==> src/rtl/universal_shift_register.sv <==
// Parametrised storage/shift element: parallel load, logical/arithmetic shift,
// rotate and synchronous clear, with async active-low reset and clock enable.
module universal_shift_register #(
  parameter int unsigned      WIDTH     = 8,
  parameter logic [WIDTH-1:0] RESET_VAL = '0
) (
  input  logic             CLK,
  input  logic             RST_N,
  input  logic             EN,
  input  logic [2:0]       MODE,
  input  logic [WIDTH-1:0] D,
  input  logic             SL_IN,
  input  logic             SR_IN,
  output logic [WIDTH-1:0] Q,
  output logic             SO_L,
  output logic             SO_R
);

  typedef enum logic [2:0] {
    MODE_HOLD = 3'b000,
    MODE_LOAD = 3'b001,
    MODE_SHL  = 3'b010,
    MODE_LSR  = 3'b011,
    MODE_ROL  = 3'b100,
    MODE_ROR  = 3'b101,
    MODE_CLR  = 3'b110,
    MODE_ASR  = 3'b111
  } mode_e;

  logic [WIDTH-1:0] q_q;
  logic [WIDTH-1:0] q_d;
  logic [WIDTH-1:0] shl_val;
  logic [WIDTH-1:0] lsr_val;
  logic [WIDTH-1:0] rol_val;
  logic [WIDTH-1:0] ror_val;
  logic [WIDTH-1:0] asr_val;

  // A single bit has no neighbours: shifts take the serial input, rotates and
  // arithmetic shift reproduce the bit itself.
  generate
    if (WIDTH == 1) begin : g_single
      assign shl_val = SL_IN;
      assign lsr_val = SR_IN;
      assign rol_val = q_q;
      assign ror_val = q_q;
      assign asr_val = q_q;
    end else begin : g_multi
      assign shl_val = {q_q[WIDTH-2:0], SL_IN};
      assign lsr_val = {SR_IN, q_q[WIDTH-1:1]};
      assign rol_val = {q_q[WIDTH-2:0], q_q[WIDTH-1]};
      assign ror_val = {q_q[0], q_q[WIDTH-1:1]};
      assign asr_val = {q_q[WIDTH-1], q_q[WIDTH-1:1]};
    end
  endgenerate

  always_comb begin
    // NOTE: default assignment first so every path drives q_d and no latch is inferred.
    q_d = q_q;
    if (EN) begin
      case (mode_e'(MODE))
        MODE_LOAD: q_d = D;
        MODE_SHL:  q_d = shl_val;
        MODE_LSR:  q_d = lsr_val;
        MODE_ROL:  q_d = rol_val;
        MODE_ROR:  q_d = ror_val;
        MODE_CLR:  q_d = RESET_VAL;
        MODE_ASR:  q_d = asr_val;
        default:   q_d = q_q;
      endcase
    end
  end

  // NOTE: non-blocking assignments for registered state avoid evaluation-order races.
  always_ff @(posedge CLK or negedge RST_N) begin
    if (!RST_N) begin
      q_q <= RESET_VAL;
    end else begin
      q_q <= q_d;
    end
  end

  // Serial outputs expose the bit about to leave, so cascades add no latency.
  assign Q    = q_q;
  assign SO_L = q_q[WIDTH-1];
  assign SO_R = q_q[0];

endmodule

==> config.mk <==
export PLATFORM = sky130hd
export DESIGN_NAME = universal_shift_register
export DESIGN_NICKNAME = d
export VERILOG_FILES = /design/src/rtl/universal_shift_register.sv
export SDC_FILE = /design/constraint.sdc
export NUM_CORES = 1
export LEC_CHECK = 0
export ABC_CLOCK_PERIOD_IN_PS = 1100
export BUFFER_PORTS_ARGS = -buffer_cell sky130_fd_sc_hd__buf_2
export CORE_MARGIN = 8
export CORE_UTILIZATION = 35
export CTS_CLUSTER_SIZE = 28
export DETAILED_ROUTE_END_ITERATION = 16
export MAX_ROUTING_LAYER = met4
export SYNTH_ARGS = -nofsm -noshare
export SYNTH_HDL_FRONTEND = slang
export SYNTH_SLANG_ARGS = --single-unit
==> constraint.sdc <==
create_clock -name CLK -period 1.1 [get_ports CLK]
set_input_delay 0.055 -clock CLK [delete_from_list [all_inputs] [get_ports CLK]]
set_output_delay 0.055 -clock CLK [all_outputs]
set_load 0.02 [all_outputs]
==> metrics <==
status finished, violations left; failing checks setup timing; GRT overflow 0; Worst Path Required 1.25 ns; Hold Crit Class in2reg; register area share after synthesis 31.0%; crit-path max FO 4; antenna violations before repair 0; Final ANT Viol Nets 0; Avg WL per Cell between 15 and 20 um; Leakage approximately 0.42 nW; worst hold margin 0.136 ns; CTS max path bufs 2; Reg clk slew, reported paths roughly 0.060 ns; layout cell share with drive strength beyond 1 between 50% and 60%; Routed WL about 2000 um; Starting DRT DRC Count 15; #FFs+latches synth 8; Slew @ Worst Pin about 0.32 ns; RSZ-0062 raised after global routing true; hpwl dp between 1500 and 2000 um; Final #Nets approximately 120; post-route cell area approximately 890 um2; Slew Limit Headroom about four fifths; max-slew violations 0; yosys warns 0; setup slack after layout -0.0650 ns; root buf cell clkbuf_4; critical path type reg2reg; CP arrival 1.32 ns; Final min period between 1 and 1.5 ns; Period Utilization, post-route 106%; placed inst area ~850 um2; Via Count about 690; syn_nets 80; max FFs per register 8; total power about 0.0012 W; Mapped Cells 64; Antenna Cells 0; Mapped Area 646 um2; Final Instance Count excl. Fillers between 100 and 150; CTS tree done; syn avg cell area 10.1 um2; commonest non-fill, non-tap cell in the layout buf_2; die area around 3500 um2; clk_skew roughly 0.0042 ns; clock sinks 8; Initial Utilization a little under two fifths; largest net degree at the start of global routing 15; Die W 59.0 um; FP Rows 15; max_cap viols 0; Distinct cells, synth 19; Peak Freq between 800 and 900 MHz; PD cells between 1000 and 1500 nW/um2; Setup crit start kind flop; IO buf count 25; most frequent cells in the layout 25 x buf_2, 17 x buf_4; dpl cells 122; Critical Path Sink Type flop; Core ar. 1730 um2; Pre-antenna DRT Iters 4; Ports 26; maximum VDD drop just over 0.9 mV; DRC 0; CTS H-tree depth 1; P&R area growth vs syn 37.6%; gpl congestion 0.773; first-pass GRT wire length 3310 um; die height about 60 um; drt via density roughly 5.4; Num CTS Buffers 3; vias in the first global route between 700 and 800; final hold vios 0; clk_lat worst skew roughly 0.26 ns; # setup viols final 6; GR Util All Layers 12.8%
per-layer routing:
metal  vias up  global-route usage, %  routed length, um
met5         -                      -                  0
met4         0                   4.10                 17
met3         2                   6.09                163
met2        25                   19.0                903
met1       332                   14.8                915
li1        327                      -                  -
logic make-up after synthesis:
logic type / count (synthesis) / share of synthesized area (%)
mux: 2 / 3.10
compound gates: 33 / 41.7
flops: 8 / 31.0
buf+inv: 9 / 13.6
simple gates: 12 / 10.7
synth_stat cells:
cell type | count | area [um2]
dfrtp_1 | 8 | 200
a21o_1 | 7 | 52.6
a21oi_1 | 7 | 35.0
a221o_1 | 7 | 70.1
a32o_1 | 7 | 70.1
nand2b_1 | 7 | 43.8
buf_6 | 4 | 45.0
buf_4 | 3 | 22.5
mux2i_1 | 2 | 20.0
nand2_1 | 2 | 7.51
o211ai_1 | 2 | 15.0
buf_2 | 1 | 5.00
buf_8 | 1 | 15.0
nand3_1 | 1 | 5.00
nor2_2 | 1 | 6.26
o21ai_0 | 1 | 5.00
o21ai_1 | 1 | 5.00
o21ai_4 | 1 | 16.3
or2_0 | 1 | 6.26
repair_timing:
action,CTS,global route
hold buffers,1,0
setup buffers,0,0
endpoints found under the setup margin,6,7
hold endpoints to repair,8,0
gates resized for setup,0,1
pin swaps,0,1
cloned,0,0
per-stage QoR:
| step | setup WS (ns) | TNS, ns | utilization (%) |
|---|---|---|---|
| floorplan | -0.0668 | -0.361 | - |
| global placement | -0.0553 | -0.175 | 49.3 |
| detailed placement | -0.0535 | -0.198 | 49.3 |
| CTS | -0.0622 | -0.283 | 51.4 |
| global route | -0.111 | -0.626 | 51.4 |
| finish | -0.0650 | -0.320 | 51.4 |
power by group:
group          switching [W]  internal (W)  total, W
Sequential         0.0000533      0.000354  0.000407
Combinational       0.000253      0.000250  0.000503
Clock               0.000118      0.000140  0.000258
Total               0.000425      0.000743   0.00117
layout make-up:
class	count	area, um2
Fill cell	183	838
Multi-Input combinational cell	47	359
Timing Repair Buffer	43	263
Sequential cell	8	209
Tap cell	25	31.3
Clock buffer	4	26.3
critical path: stages (launching register included):
cell	delay, ns
dfrtp_2	0.42
nand2b_1	0.07
a21oi_1	0.06
a221o_1	0.26
a32o_2	0.24
path summary, 6_finish.rpt:
kind | slack, ns | cells past startpoint | startpoint | to
max in group asynchronous | 0.74 | 2 | RST_N | Q[1]
worst max-delay path | -0.06 | 4 | Q[1] | Q[2]
worst min-delay path | 0.14 | 3 | D[7] | Q[7]
worst max register to register | -0.06 | 4 | Q[1] | Q[2]
min in group asynchronous | 0.17 | 2 | RST_N | Q[5]
worst min register to register | 0.63 | 2 | Q[6] | Q[6]
(Power assumes the default switching activity.)
